===== config.mk =====
export PLATFORM = sky130hd
export DESIGN_NAME = mem_arb
export DESIGN_NICKNAME = d
export VERILOG_FILES = /design/src/rtl/mem_arb_pkg.sv /design/src/rtl/rr_arb2.sv /design/src/rtl/mem_arb.sv
export SDC_FILE = /design/constraint.sdc
export NUM_CORES = 1
export LEC_CHECK = 0
export ABC_AREA = 1
export CAP_MARGIN = 20
export CORE_MARGIN = 10
export CORE_UTILIZATION = 47
export CTS_BUF_LIST = sky130_fd_sc_hd__clkbuf_8
export DETAILED_ROUTE_END_ITERATION = 10
export GPL_ROUTABILITY_DRIVEN = 0
export PLACE_DENSITY = 0.84
export REMOVE_ABC_BUFFERS = 1
export SYNTH_ARGS = -nofsm -noshare
export SYNTH_HDL_FRONTEND = slang
export SYNTH_SLANG_ARGS = --single-unit

===== constraint.sdc =====
create_clock -name clock -period 3.3 [get_ports clock]
set_clock_uncertainty 0.05 [all_clocks]
set_input_delay 0.66 -clock clock [delete_from_list [all_inputs] [get_ports clock]]
set_output_delay 0.66 -clock clock [all_outputs]
set_load 0.005 [all_outputs]

===== src/rtl/mem_arb_pkg.sv =====
// Shared types and default widths for the two-port memory arbiter.
package mem_arb_pkg;

    localparam int MEM_ADDR_W = 8;
    localparam int MEM_DATA_W = 8;

    // One memory access is always the four phases below, in order.
    typedef enum logic [1:0] {
        IDLE   = 2'd0,
        SETUP  = 2'd1,
        STROBE = 2'd2,
        DONE   = 2'd3
    } state_e;

endpackage


===== src/rtl/rr_arb2.sv =====
// Combinational two-way round-robin pick: on a tie the port that was not
// granted last time wins.
module rr_arb2 (
    input  logic [1:0] req,
    input  logic       last_grant,
    output logic       gnt_valid,
    output logic       gnt_idx
);

    // Pick a port from the current requests and the previous winner.
    always_comb begin
        gnt_valid = |req;
        if (req == 2'b11) begin
            gnt_idx = ~last_grant;
        end else begin
            gnt_idx = req[1];
        end
    end

endmodule


===== src/rtl/mem_arb.sv =====
// mem_arb: serialises loader (port 0) and controller (port 1) accesses onto the
// shared memory port. Each access is IDLE -> SETUP -> STROBE -> DONE, with the
// strobe, write enable, address and data all driven from flops.
module mem_arb
    import mem_arb_pkg::*;
#(
    parameter int ADDR_W = MEM_ADDR_W,
    parameter int DATA_W = MEM_DATA_W
) (
    input  logic              clock,
    input  logic              reset,
    input  logic              req0,
    input  logic              req1,
    input  logic              write0,
    input  logic              write1,
    input  logic [ADDR_W-1:0] addr0,
    input  logic [ADDR_W-1:0] addr1,
    input  logic [DATA_W-1:0] wdata0,
    input  logic [DATA_W-1:0] wdata1,
    output logic              ack0,
    output logic              ack1,
    output logic [DATA_W-1:0] rdata0,
    output logic [DATA_W-1:0] rdata1,
    output logic              mem_clock,
    output logic              mem_write,
    output logic [ADDR_W-1:0] mem_addr,
    output logic [DATA_W-1:0] mem_to,
    input  logic [DATA_W-1:0] mem_from,
    output logic              busy,
    output logic              grant
);

    state_e            state_q, state_d;
    logic              last_grant_q, last_grant_d;
    logic              grant_q, grant_d;
    logic              busy_q, busy_d;
    logic              wr_q, wr_d;
    logic              mem_clock_q, mem_clock_d;
    logic              mem_write_q, mem_write_d;
    logic [ADDR_W-1:0] mem_addr_q, mem_addr_d;
    logic [DATA_W-1:0] mem_to_q, mem_to_d;
    logic              ack0_q, ack0_d;
    logic              ack1_q, ack1_d;
    logic [DATA_W-1:0] rdata0_q, rdata0_d;
    logic [DATA_W-1:0] rdata1_q, rdata1_d;
    logic              gnt_valid_s;
    logic              gnt_idx_s;

    rr_arb2 u_rr_arb2 (
        .req        ({req1, req0}),
        .last_grant (last_grant_q),
        .gnt_valid  (gnt_valid_s),
        .gnt_idx    (gnt_idx_s)
    );

    // Next-state and next-output logic for the access sequencer.
    // mem_addr/mem_to double as the latched request fields: they are loaded at
    // the grant edge and held untouched until the next grant.
    always_comb begin
        state_d      = state_q;
        last_grant_d = last_grant_q;
        grant_d      = grant_q;
        wr_d         = wr_q;
        mem_clock_d  = 1'b0;
        mem_write_d  = mem_write_q;
        mem_addr_d   = mem_addr_q;
        mem_to_d     = mem_to_q;
        ack0_d       = 1'b0;
        ack1_d       = 1'b0;
        rdata0_d     = rdata0_q;
        rdata1_d     = rdata1_q;

        case (state_q)
            IDLE: begin
                if (gnt_valid_s) begin
                    if (gnt_idx_s) begin
                        wr_d       = write1;
                        mem_addr_d = addr1;
                        mem_to_d   = wdata1;
                    end else begin
                        wr_d       = write0;
                        mem_addr_d = addr0;
                        mem_to_d   = wdata0;
                    end
                    // Write enable settles during SETUP, ahead of the strobe.
                    mem_write_d  = wr_d;
                    grant_d      = gnt_idx_s;
                    last_grant_d = gnt_idx_s;
                    state_d      = SETUP;
                end else begin
                    state_d = IDLE;
                end
            end
            SETUP: begin
                mem_clock_d = 1'b1;
                state_d     = STROBE;
            end
            STROBE: begin
                // Strobe and write enable drop together on entry to DONE, so
                // the enable never moves while the strobe is high.
                mem_clock_d = 1'b0;
                mem_write_d = 1'b0;
                if (grant_q) begin
                    ack1_d = 1'b1;
                end else begin
                    ack0_d = 1'b1;
                end
                // mem_from is valid while the strobe is high; capture it here
                // so rdata is already stable while ack is visible.
                if (!wr_q) begin
                    if (grant_q) begin
                        rdata1_d = mem_from;
                    end else begin
                        rdata0_d = mem_from;
                    end
                end else begin
                    rdata0_d = rdata0_q;
                end
                state_d = DONE;
            end
            DONE: begin
                state_d = IDLE;
            end
            default: begin
                state_d = IDLE;
            end
        endcase

        busy_d = (state_d != IDLE);
    end

    // State and output registers; reset aborts any access immediately.
    always_ff @(posedge clock or posedge reset) begin
        if (reset) begin
            state_q      <= IDLE;
            last_grant_q <= 1'b1;
            grant_q      <= 1'b0;
            busy_q       <= 1'b0;
            wr_q         <= 1'b0;
            mem_clock_q  <= 1'b0;
            mem_write_q  <= 1'b0;
            mem_addr_q   <= '0;
            mem_to_q     <= '0;
            ack0_q       <= 1'b0;
            ack1_q       <= 1'b0;
            rdata0_q     <= '0;
            rdata1_q     <= '0;
        end else begin
            state_q      <= state_d;
            last_grant_q <= last_grant_d;
            grant_q      <= grant_d;
            busy_q       <= busy_d;
            wr_q         <= wr_d;
            mem_clock_q  <= mem_clock_d;
            mem_write_q  <= mem_write_d;
            mem_addr_q   <= mem_addr_d;
            mem_to_q     <= mem_to_d;
            ack0_q       <= ack0_d;
            ack1_q       <= ack1_d;
            rdata0_q     <= rdata0_d;
            rdata1_q     <= rdata1_d;
        end
    end

    assign ack0      = ack0_q;
    assign ack1      = ack1_q;
    assign rdata0    = rdata0_q;
    assign rdata1    = rdata1_q;
    assign mem_clock = mem_clock_q;
    assign mem_write = mem_write_q;
    assign mem_addr  = mem_addr_q;
    assign mem_to    = mem_to_q;
    assign busy      = busy_q;
    assign grant     = grant_q;

endmodule


# ---- After elaboration in Yosys (flattened, before gate mapping)
# Cells that the tools add are included.
dict set report word_totals {
  reg_bits 42
  out_inout_bits 38
}
dict set report classes {
  eq_ne 5
  mux 13
  bitwise 3
  reduce_logical 8
}
# cell n
set op_table {}
lappend op_table {{8-bit 2-to-1 mux} 2}
lappend op_table {{1-bit 2-to-1 mux} 9}
lappend op_table {{2-bit case mux with 4 select lines} 1}
lappend op_table {{2-bit == test, second input constant} 3}
lappend op_table {{3-bit AND reduction} 2}
lappend op_table {{2-bit AND reduction} 2}
lappend op_table {{2-bit nonzero test} 2}
lappend op_table {{1-bit inverter} 3}
lappend op_table {{2-bit by 1-bit == test with 1-bit output, second input constant} 1}
lappend op_table {{2-bit zero test} 1}
lappend op_table {{2-bit != test, second input constant} 1}
lappend op_table {{1-bit case mux with 2 select lines} 1}
lappend op_table {{2-bit OR reduction} 1}

# ---- Longest topological paths before layout
# Gate-level depths: netlist of run 1.
dict set report depth {
  depth_word 5
  ltp_mapped 8
  depth_no_buf 7
}

# ---- Modules after synthesis
# From an unflattened synthesis of run 1, not the netlist that was laid out.
dict set report hier_totals {
  cells_unflattened 223
  hier_area_um2 1899.3
}
# module instances cells_each area_each_um2
set modules_own_cells {}
lappend modules_own_cells {mem_arb 1 220 1884.3}
lappend modules_own_cells {rr_arb2 1 3 15.0}

# ---- Worst setup path before layout of run 1
# OpenSTA, ideal clock, no wires.
dict set report synth_path {
  path_type {input -> register}
  startpoint {in req1}
  endpoint {reg busy_q (netlist: busy)}
  setup_ns 0.127
  t_arrival_ns 1.173
  setup_slack_ns 1.950
  path_stages 3
  cell_sequence {o21ai_2 nand2_1 or2_2}
}
dict set report synth_between {
  elab_chain_len 4
}
# item line
set synth_rtl {}
lappend synth_rtl {{start, declared} mem_arb.sv:13} ;# input logic req1,
lappend synth_rtl {{2-bit OR reduction} rr_arb2.sv:12} ;# gnt_valid = |req;
lappend synth_rtl {{1-bit 2-to-1 mux} mem_arb.sv:75} ;# if (gnt_valid_s) begin
lappend synth_rtl {{2-bit case mux with 4 select lines} mem_arb.sv:73} ;# case (state_q)
lappend synth_rtl {{named net state_d[0]} mem_arb.sv:33} ;# state_e state_q, state_d;
lappend synth_rtl {{2-bit nonzero test} mem_arb.sv:129} ;# busy_d = (state_d != IDLE);
lappend synth_rtl {{named net busy_d} mem_arb.sv:36} ;# logic busy_q, busy_d;
lappend synth_rtl {{end signal, assigned} mem_arb.sv:152} ;# busy_q <= busy_d;
lappend synth_rtl {{end, declared} mem_arb.sv:36}
# The timed path passes the listed nets, and every way through them passes these cells.
# A chain may end at the register's enable or synchronous reset.

# ---- Final worst setup path of run 1
dict set report layout_path {
  startpoint {reg grant_q (netlist: grant)}
  endpoint {out grant}
}
# item line
set layout_rtl {}
lappend layout_rtl {{start, declared} mem_arb.sv:35} ;# logic grant_q, grant_d;
lappend layout_rtl {{start signal, assigned} mem_arb.sv:151} ;# grant_q <= grant_d;
lappend layout_rtl {{end, declared} mem_arb.sv:30} ;# output logic grant
# No word-level cell between the ends.

==> summary.md, run 1 <==
| Metric | Value |
|---|---|
| Fin crit share | `0.593` |
| CP required | `2590 ps` |
| Setup repair after global routing missed its margin | `false` |
| Met1 Use GR | `0.173` |
| Crit path time final | `1960 ps` |
| Final Power | `2.33 mW` |
| Worst Max-Slew Pin Slew | `939 ps` |
| Layout area overhead | `45.3%` |
| Initial Utilization | `0.489` |
| # clock sinks | `42` |
| Overall routed net length | `5170 µm` |
| Yosys top cell area share | `0.521` |
| Global-route usage over all layers | `0.152` |
| First-pass GRT wire length | `9020 µm` |
| Slowest cell on the critical path | `clkdlybuf4s50_1` |
| I/O Buffers | `83` |
| DIE AREA | `7180 µm²` |
| Combinational fraction of design power | `0.475` |
| Max FO, Critical Path | `4` |
| CP Capture Type | `output port` |
| Cell internal pwr | `1.53 mW` |
| Final global-route overflow total | `0` |
| Via density per instance | `4.77` |
| Nets@finish | `353` |
| GR peak layer | `met2` |
| Switching Fraction | `0.342` |
| Number of buffers created by CTS | `5` |
| Rows | `23` |
| Layout cells sized above 1 | `0.125` |
| Met2 Use GR | `0.257` |
| Final Cell Area | `2860 µm²` |
| CP delay by family, top | `buffers and inverters` |
| Slew HR | `0.370` |
| Max-slew violation count | `0` |
| Setup TNS | `0 ps` |
| Post-CTS Setup Bufs | `0` |
| DR vias | `1695` |
| Htree depth | `2` |
| Worst VDD drop | `0.000374 V` |
| Cells along the critical path | `clkdlybuf4s50_1` |
| Largest net degree at the start of global routing | `28` |
| Max_cap viols | `0` |
| Share of total power in the clock network | `0.142` |
| Most frequent cells in the layout | `96 x nand2_1, 83 x clkdlybuf4s50_1, 41 x dfrtp_1` |
| Post-cts resize count | `0` |
| Vias in the first global route | `1819` |
| Post-Synthesis Cells | `220` |
| End of the worst hold path | `mem_to[5]` |
| Power per Cell Area | `815 nW/µm²` |
| Core area | `4030 µm²` |
| Cts-stage hold buffer count | `0` |
| Arrival time worst endpoint | `1250 ps` |
| Detailed placement HPWL | `3960 µm` |
| Antenna Cells | `0` |
| DRT antenna net count | `0` |
| R2R Path Start | `state_q[0]` |
| Worst Path Class, Setup | `flip-flop to output port` |
| Routed WL per cell | `14.6 µm` |
| Min-Delay Path Depth | `2` |
| Status | `completed` |
| Reg-to-Reg End | `rdata0[6]` |
| Initial antenna violation count | `0` |
| Pre-antenna DRT Iters | `4` |
| Hold Slack | `430 ps` |
| CTS tree | `yes` |
| I/O pin count | `84` |
| Power share of the sequential group | `0.383` |
| Drt drc | `0` |
| Critical Path Source Type | `flip-flop` |
| Commonest non-fill, non-tap cell in the layout | `nand2_1` |
| Longest Clk Path Bufs | `2` |
| Reg2reg setup slack | `1840 ps` |
| Max Freq | `511 MHz` |
| Clk Tree Root Cell | `clkbuf_8` |
| Synthesized area | `1970 µm²` |
| Met3 Use GR | `0.0522` |
| Seq/Total Area, Yosys | `0.534` |
| Synth area leaders | `dfrtp_1 52%, nand2_1 18%, nand3_1 5.1%` |
| Leakage power | `1.43 nW` |
| Slowest Stage Delay on Critical Path | `530 ps` |
| Synth Register Bits | `42` |
| Yosys top cell by area | `dfrtp_1` |
| Area after DPL | `2770 µm²` |
| Library cells used by synthesis | `17` |
| Die Wd | `84.8 µm` |
| Clk pin slew, worst setup/hold paths | `70 ps` |
| Reg2reg path depth | `7` |
| Initial DRC count | `86` |
| # setup viols final | `0` |
| Switching Power | `799 µW` |
| Die Height | `84.8 µm` |
| Hold WC Path Type | `flip-flop to flip-flop` |
| Inst Count DP | `347` |
| Final hold vios | `0` |
| Final std cells w/o fill | `355` |
| Skew-Pair Late Insertion Delay | `290 ps` |
| Worst hold start | `mem_to[5]` |
| YS warnings | `0` |
| Bufs and invs on worst path | `1` |
| Mean Syn Cell Area | `8.96 µm²` |
-- synthesized netlist by cell type (all sizes together) --
master / n
buf: 7
clkbuf: 2
dfrtp: 41
dfstp: 1
ha: 3
inv: 15
nand2: 110
nand3: 20
nor2: 1
o21ai: 18
or2: 2
-- layer usage --
metal	wire length [µm]	up-vias
li1	-	853
met3	411	9
met1	2050	780
met2	2640	53
met4	68	0
met5	0	-
-- cell families (layout without fill, tap and decap cells) --
logic type	after synthesis	in the layout	share of synthesized area
simple gates	133	133	0.297
flops	42	42	0.534
buf+inv	24	109	0.0870
compound gates	18	18	0.0629
fa+ha+maj	3	3	0.0190
-- state kept, by name (all words and copies together) (netlist names) --
name and cells:
mem_addr 8, mem_to 8, rdata0 8, rdata1 8, state_q 2, ack0 1
ack1 1, busy 1, grant 1, last_grant_q 1, mem_clock 1, mem_write 1
wr_q 1
-- cell type report --
| type | instances | area, µm² |
|---|---|---|
| clock buffers | 6 | 82.6 |
| fillers | 342 | 1170 |
| flip-flops and latches | 42 | 1050 |
| clock inverters | 2 | 8.76 |
| repair buffers | 86 | 853 |
| multi-input cells | 154 | 747 |
| well taps | 50 | 62.6 |
| inverters | 15 | 56.3 |
-- power by group through the flow --
stage	clock (mW)	combinational [mW]	sequential [mW]
6_report	0.331	1.11	0.893
5_1_grt	0.359	1.25	0.928
4_1_cts	0.340	1.14	0.894
3_5_place_dp	0	1.13	0.901
3_3_place_gp	0	1.10	0.897
2_1_floorplan	0	0.462	0.914
-- worst max path at each step --
stage	start	cells past startpoint	slack (ps)	endpoint
2_1_floorplan	req1	4	1580	wr_q
3_3_place_gp	req1	6	1120	wr_q
3_5_place_dp	req1	6	1060	wr_q
4_1_cts	grant	1	1340	grant
5_1_grt	grant	1	1280	grant
6_report	grant	1	1340	grant
-- stage by stage --
step,setup WS [ps],utilization
after floorplan,1580,-
after global placement,1120,0.688
final,1340,0.711
after CTS,1340,0.711
after detailed placement,1060,0.688
after global routing,1280,0.711
Power figures use the tool's default switching activity.
==> inputs of run 2 (changes only) <==
--- a/config.mk
+++ b/config.mk
@@ -8,11 +8,11 @@
 export ABC_AREA = 1
 export CAP_MARGIN = 20
 export CORE_MARGIN = 10
-export CORE_UTILIZATION = 47
+export CORE_UTILIZATION = 44
 export CTS_BUF_LIST = sky130_fd_sc_hd__clkbuf_8
 export DETAILED_ROUTE_END_ITERATION = 10
 export GPL_ROUTABILITY_DRIVEN = 0
-export PLACE_DENSITY = 0.84
+export PLACE_DENSITY = 0.79
 export REMOVE_ABC_BUFFERS = 1
 export SYNTH_ARGS = -nofsm -noshare
 export SYNTH_HDL_FRONTEND = slang
==> constraint.sdc (replaced) <==
create_clock -name clock -period 1.9 [get_ports clock]
set_clock_uncertainty 0.05 [all_clocks]
set_input_delay 0.38 -clock clock [delete_from_list [all_inputs] [get_ports clock]]
set_output_delay 0.38 -clock clock [all_outputs]
set_load 0.005 [all_outputs]
==> run 2 against run 1 <==
  * Core utilization is 4.6 points lower
  * Critical path type unchanged
  * Sequential share of layout area is 0.38 points lower
  * Cell area is 1.0% higher
  * Total power is 74% higher
  * Highest routed layer unchanged
  * Die area is 5.2% higher
  * Largest cell class unchanged
  * Critical endpoint unchanged
==> summary.md, run 2 (synthesized netlist as in run 1, its figures left out) <==
| Metric | Value |
|---|---|
| Status | `completed` |
| Worst VDD drop | `0.000587 V` |
| DRT antenna net count | `0` |
| Reg2reg setup slack | `450 ps` |
| Max_cap viols | `0` |
| Routed WL per cell | `13.8 µm` |
| Critical Path End | `grant` |
| Vias in the first global route | `1746` |
| First-pass GRT wire length | `8150 µm` |
| Initial antenna violation count | `0` |
| Seq. cell area | `1050 µm²` |
| Largest net degree at the start of global routing | `29` |
| DR vias | `1669` |
| Hold WC Path Type | `primary input to async pin` |
| Setup repair after global routing missed its margin | `false` |
| Combinational fraction of design power | `0.479` |
| Leakage power | `1.44 nW` |
| Via density per instance | `4.65` |
| Post-cts resize count | `0` |
| Final hold vios | `0` |
| Slowest Stage Delay on Critical Path | `540 ps` |
| CP startpoint | `grant` |
| Max Freq | `599 MHz` |
| CP Capture Type | `output port` |
| Drt drc | `0` |
| Stages on worst setup path | `1` |
| Rows | `24` |
| Share of total power in the clock network | `0.141` |
| Die Wd | `86.9 µm` |
| Nets@finish | `355` |
| Worst Path Class, Setup | `flip-flop to output port` |
| Arrival time worst endpoint | `1240 ps` |
| Bufs and invs on worst path | `1` |
| Fill cells | `361` |
| Pre-antenna DRT Iters | `5` |
| Most frequent cells in the layout | `96 x nand2_1, 83 x clkdlybuf4s50_1, 41 x dfrtp_1` |
| Layout area overhead | `46.8%` |
| Cts-stage hold buffer count | `0` |
| CTS tree | `yes` |
| Cell internal pwr | `2.68 mW` |
| Number of buffers created by CTS | `5` |
| Clk Tree Root Cell | `clkbuf_8` |
| Initial Utilization | `0.453` |
| Reg2reg path depth | `7` |
| Area occupied by multi-input gates | `747 µm²` |
| Skew-Pair Late Insertion Delay | `290 ps` |
| Final Cell Area | `2890 µm²` |
| Reg-to-Reg End | `rdata0[0]` |
| CP required | `1470 ps` |
| I/O pin count | `84` |
| I/O Buffers | `83` |
| CP delay by family, top | `buffers and inverters` |
| Post-CTS Setup Bufs | `0` |
| Final global-route overflow total | `0` |
| Switching Power | `1.38 mW` |
| Die Height | `86.9 µm` |
| Htree depth | `2` |
| Critical Path Source Type | `flip-flop` |
| Worst Max-Slew Pin Slew | `387 ps` |
| Global-route usage over all layers | `0.134` |
| # clock sinks | `42` |
| Area after DPL | `2800 µm²` |
| Commonest non-fill, non-tap cell in the layout | `nand2_1` |
| Slowest cell on the critical path | `clkdlybuf4s50_1` |
| Setup TNS | `0 ps` |
| Antenna Cells | `0` |
| Core area | `4350 µm²` |
| Switching Fraction | `0.340` |
| Crit path time final | `1670 ps` |
| Fin crit share | `0.879` |
| Cells along the critical path | `clkdlybuf4s50_1` |
| R2R Path Start | `state_q[0]` |
| Power share of the sequential group | `0.380` |
| Detailed placement HPWL | `3940 µm` |
| Max-slew violation count | `0` |
| DIE AREA | `7560 µm²` |
| Max FO, Critical Path | `4` |
| # setup viols final | `0` |
| Overall routed net length | `4960 µm` |
| Layout cells sized above 1 | `0.134` |
| Longest Clk Path Bufs | `2` |
| Slew HR | `0.741` |
| Clk pin slew, worst setup/hold paths | `70 ps` |
| Power per Cell Area | `1400 nW/µm²` |
| Initial DRC count | `56` |
run 2: changes by cell type in the layout (fill, tap and decap cells not counted):
cell      previous run  this run
buf_12               0         1
buf_4                3         4
clkinv_1             1         0
inv_2                1         2
run 2: layout make-up:
class,count,share of cell area
Clock inverter,2,0.00303
Inverter,15,0.0195
Timing Repair Buffer,88,0.304
Sequential cell,42,0.364
Multi-Input combinational cell,154,0.258
Tap cell,52,0.0225
Clock buffer,6,0.0285
run 2: power by group through the flow:
stage	registers (mW)	clock network, mW	logic [mW]
3_3_place_gp	1.56	0	1.93
4_1_cts	1.55	0.593	1.99
2_1_floorplan	1.59	0	0.803
3_5_place_dp	1.57	0	1.98
6_report	1.55	0.573	1.94
5_1_grt	1.59	0.626	2.19
run 2: worst min path at each step:
stage | slack, ps | cells past startpoint | to
after floorplan | 410 | 2 | last_grant_q
after global placement | 410 | 2 | mem_to[7]
after detailed placement | 410 | 2 | mem_addr[4]
after CTS | 330 | 2 | mem_to[7]
after global routing | 350 | 2 | mem_addr[4]
final | 320 | 2 | mem_to[7]
run 2: per-layer routing:
| layer | share of wire | vias to the layer above | track usage |
|---|---|---|---|
| li1 | - | 857 | - |
| met3 | 0.13 | 7 | 0.0655 |
| met4 | 0.012 | 0 | 0.0442 |
| met1 | 0.39 | 733 | 0.151 |
| met5 | 0 | - | 0 |
| met2 | 0.47 | 72 | 0.215 |
run 2: metrics by stage:
| step | worst slack, ps | power, mW | hold WS [ps] | util | instances |
|---|---|---|---|---|---|
| 6_report | 230 | 4.06 | 322 | 0.664 | 359 |
| 5_1_grt | 188 | 4.41 | 348 | 0.664 | 359 |
| 4_1_cts | 209 | 4.13 | 333 | 0.664 | 359 |
| 3_5_place_dp | 132 | 3.54 | 414 | 0.643 | 351 |
| 3_3_place_gp | 174 | 3.48 | 411 | 0.643 | 351 |
| 2_1_floorplan | 459 | 2.39 | 414 | - | 211 |
==> inputs of run 3 (changes only) <==
--- a/config.mk
+++ b/config.mk
@@ -7,7 +7,6 @@
 export LEC_CHECK = 0
 export ABC_AREA = 1
 export CAP_MARGIN = 20
-export CORE_MARGIN = 10
 export CORE_UTILIZATION = 44
 export CTS_BUF_LIST = sky130_fd_sc_hd__clkbuf_8
 export DETAILED_ROUTE_END_ITERATION = 10
==> run 3 against run 2 <==
  * Sequential power about the same
  * Cell area hardly changed
  * Worst hold slack improved by 50 ps
  * Wire length is 10% lower
  * First-iteration DRC count is 82% higher
  * Highest routed layer unchanged
==> summary.md, run 3 (synthesized netlist as in run 1, its figures left out) <==
| Metric | Value |
|---|---|
| Post-cts resize count | `0` |
| I/O pin count | `84` |
| Power per Cell Area | `1390 nW/µm²` |
| DIE AREA | `4750 µm²` |
| Fin worst setup slack | `258 ps` |
| Layout cells sized above 1 | `0.127` |
| Layout area overhead | `46.7%` |
| Final Power | `4.01 mW` |
| CP delay by family, top | `buffers and inverters` |
| Worst Path Class, Setup | `flip-flop to output port` |
| Post-CTS Setup Bufs | `0` |
| CTS tree | `yes` |
| Via density per instance | `4.63` |
| Max FO, Critical Path | `4` |
| CP required | `1470 ps` |
| Initial Utilization | `0.476` |
| Largest net degree at the start of global routing | `43` |
| Worst VDD drop | `0.000715 V` |
| First-pass GRT wire length | `7130 µm` |
| Reg-to-Reg End | `rdata0[0]` |
| Drt drc | `0` |
| Fill cells | `336` |
| Finished Core Util | `0.697` |
| Max_cap viols | `0` |
| Initial DRC count | `102` |
| Placement Setup Slack | `165 ps` |
| Vias in the first global route | `1622` |
| Slowest cell on the critical path | `clkdlybuf4s50_1` |
| Bufs and invs on worst path | `1` |
| Status | `completed` |
| Htree depth | `2` |
| Global-route usage over all layers | `0.207` |
| R2R Path Start | `state_q[0]` |
| Cts-stage hold buffer count | `0` |
| Cells along the critical path | `clkdlybuf4s50_1` |
| Setup repair after global routing missed its margin | `false` |
| Leakage power | `1.44 nW` |
| Slew HR | `0.755` |
| Worst Max-Slew Pin Slew | `366 ps` |
| Longest Clk Path Bufs | `2` |
| Skew-Pair Late Insertion Delay | `290 ps` |
| Setup TNS | `0 ps` |
| Fin crit share | `0.864` |
| Pre-antenna DRT Iters | `4` |
| Arrival time worst endpoint | `1210 ps` |
| Most frequent cells in the layout | `96 x nand2_1, 83 x clkdlybuf4s50_1, 41 x dfrtp_1` |
| Crit path time final | `1640 ps` |
| Detailed placement HPWL | `3390 µm` |
| Initial antenna violation count | `0` |
| Final hold vios | `0` |
| Max-slew violation count | `0` |
| Hold WC Path Type | `primary input to async pin` |
| Core area | `4140 µm²` |
| Reg2reg path depth | `7` |
| Die Height | `68.9 µm` |
| Slowest Stage Delay on Critical Path | `520 ps` |
| Routed WL per cell | `12.5 µm` |
| CP Capture Type | `output port` |
| Area occupied by multi-input gates | `747 µm²` |
| # setup viols final | `0` |
| DRT antenna net count | `0` |
| Nets@finish | `354` |
| Overall routed net length | `4460 µm` |
| Hold Slack | `372 ps` |
| Rows | `23` |
| # clock sinks | `42` |
| Reg2reg setup slack | `440 ps` |
| Commonest non-fill, non-tap cell in the layout | `nand2_1` |
| Seq. cell area | `1050 µm²` |
| Number of buffers created by CTS | `5` |
| I/O Buffers | `83` |
| Antenna Cells | `0` |
| Critical Path Source Type | `flip-flop` |
| Clk pin slew, worst setup/hold paths | `80 ps` |
| DR vias | `1649` |
| Max Freq | `609 MHz` |
| Clk Tree Root Cell | `clkbuf_8` |
| Final global-route overflow total | `0` |
| Die Wd | `68.9 µm` |
==> run 3: changes by cell type in the layout (fill, tap and decap cells not counted), sizes merged <==
cell,previous run,this run
inv,16,15
buf,5,4
clkinv,1,3
clkbuf,6,5
==> run 3: tightest hold or removal path: stages <==
cell	delay [ps]
clkdlybuf4s50_1	400
clkinv_1	70
buf_12	230
==> run 3: final cells by class <==
| class | instances | share of cell area |
|---|---|---|
| Timing Repair Buffer | 87 | 0.306 |
| Tap cell | 50 | 0.0216 |
| Clock inverter | 3 | 0.00606 |
| Clock buffer | 5 | 0.0238 |
| Sequential cell | 42 | 0.364 |
| Inverter | 15 | 0.0195 |
| Multi-Input combinational cell | 154 | 0.258 |
==> run 3: stage by stage <==
stage | instances | instance area, µm²
final | 356 | 2890
after global routing | 356 | 2890
after CTS | 356 | 2890
after detailed placement | 348 | 2800
after global placement | 348 | 2800
after floorplan | 211 | 1860
==> run 3: worst max-delay path by stage <==
stage                     startpoint  depth (start not counted)    end
after floorplan                 req1                          4   wr_q
after global placement          req1                          7   wr_q
after detailed placement        req0                          7   wr_q
after CTS                      grant                          1  grant
after global routing           grant                          1  grant
final                          grant                          1  grant
==> run 3: report_power, final <==
part	switching (mW)	internal, mW
logic	0.860	1.05
registers	0.215	1.33
clock network	0.301	0.254
total	1.38	2.64
==> run 3: routing by layer <==
metal	wire, µm	up-vias	GRT usage
li1	-	850	-
met1	1980	762	0.248
met2	2280	32	0.362
met3	149	5	0.0543
met4	51	0	0.0612
met5	0	-	0
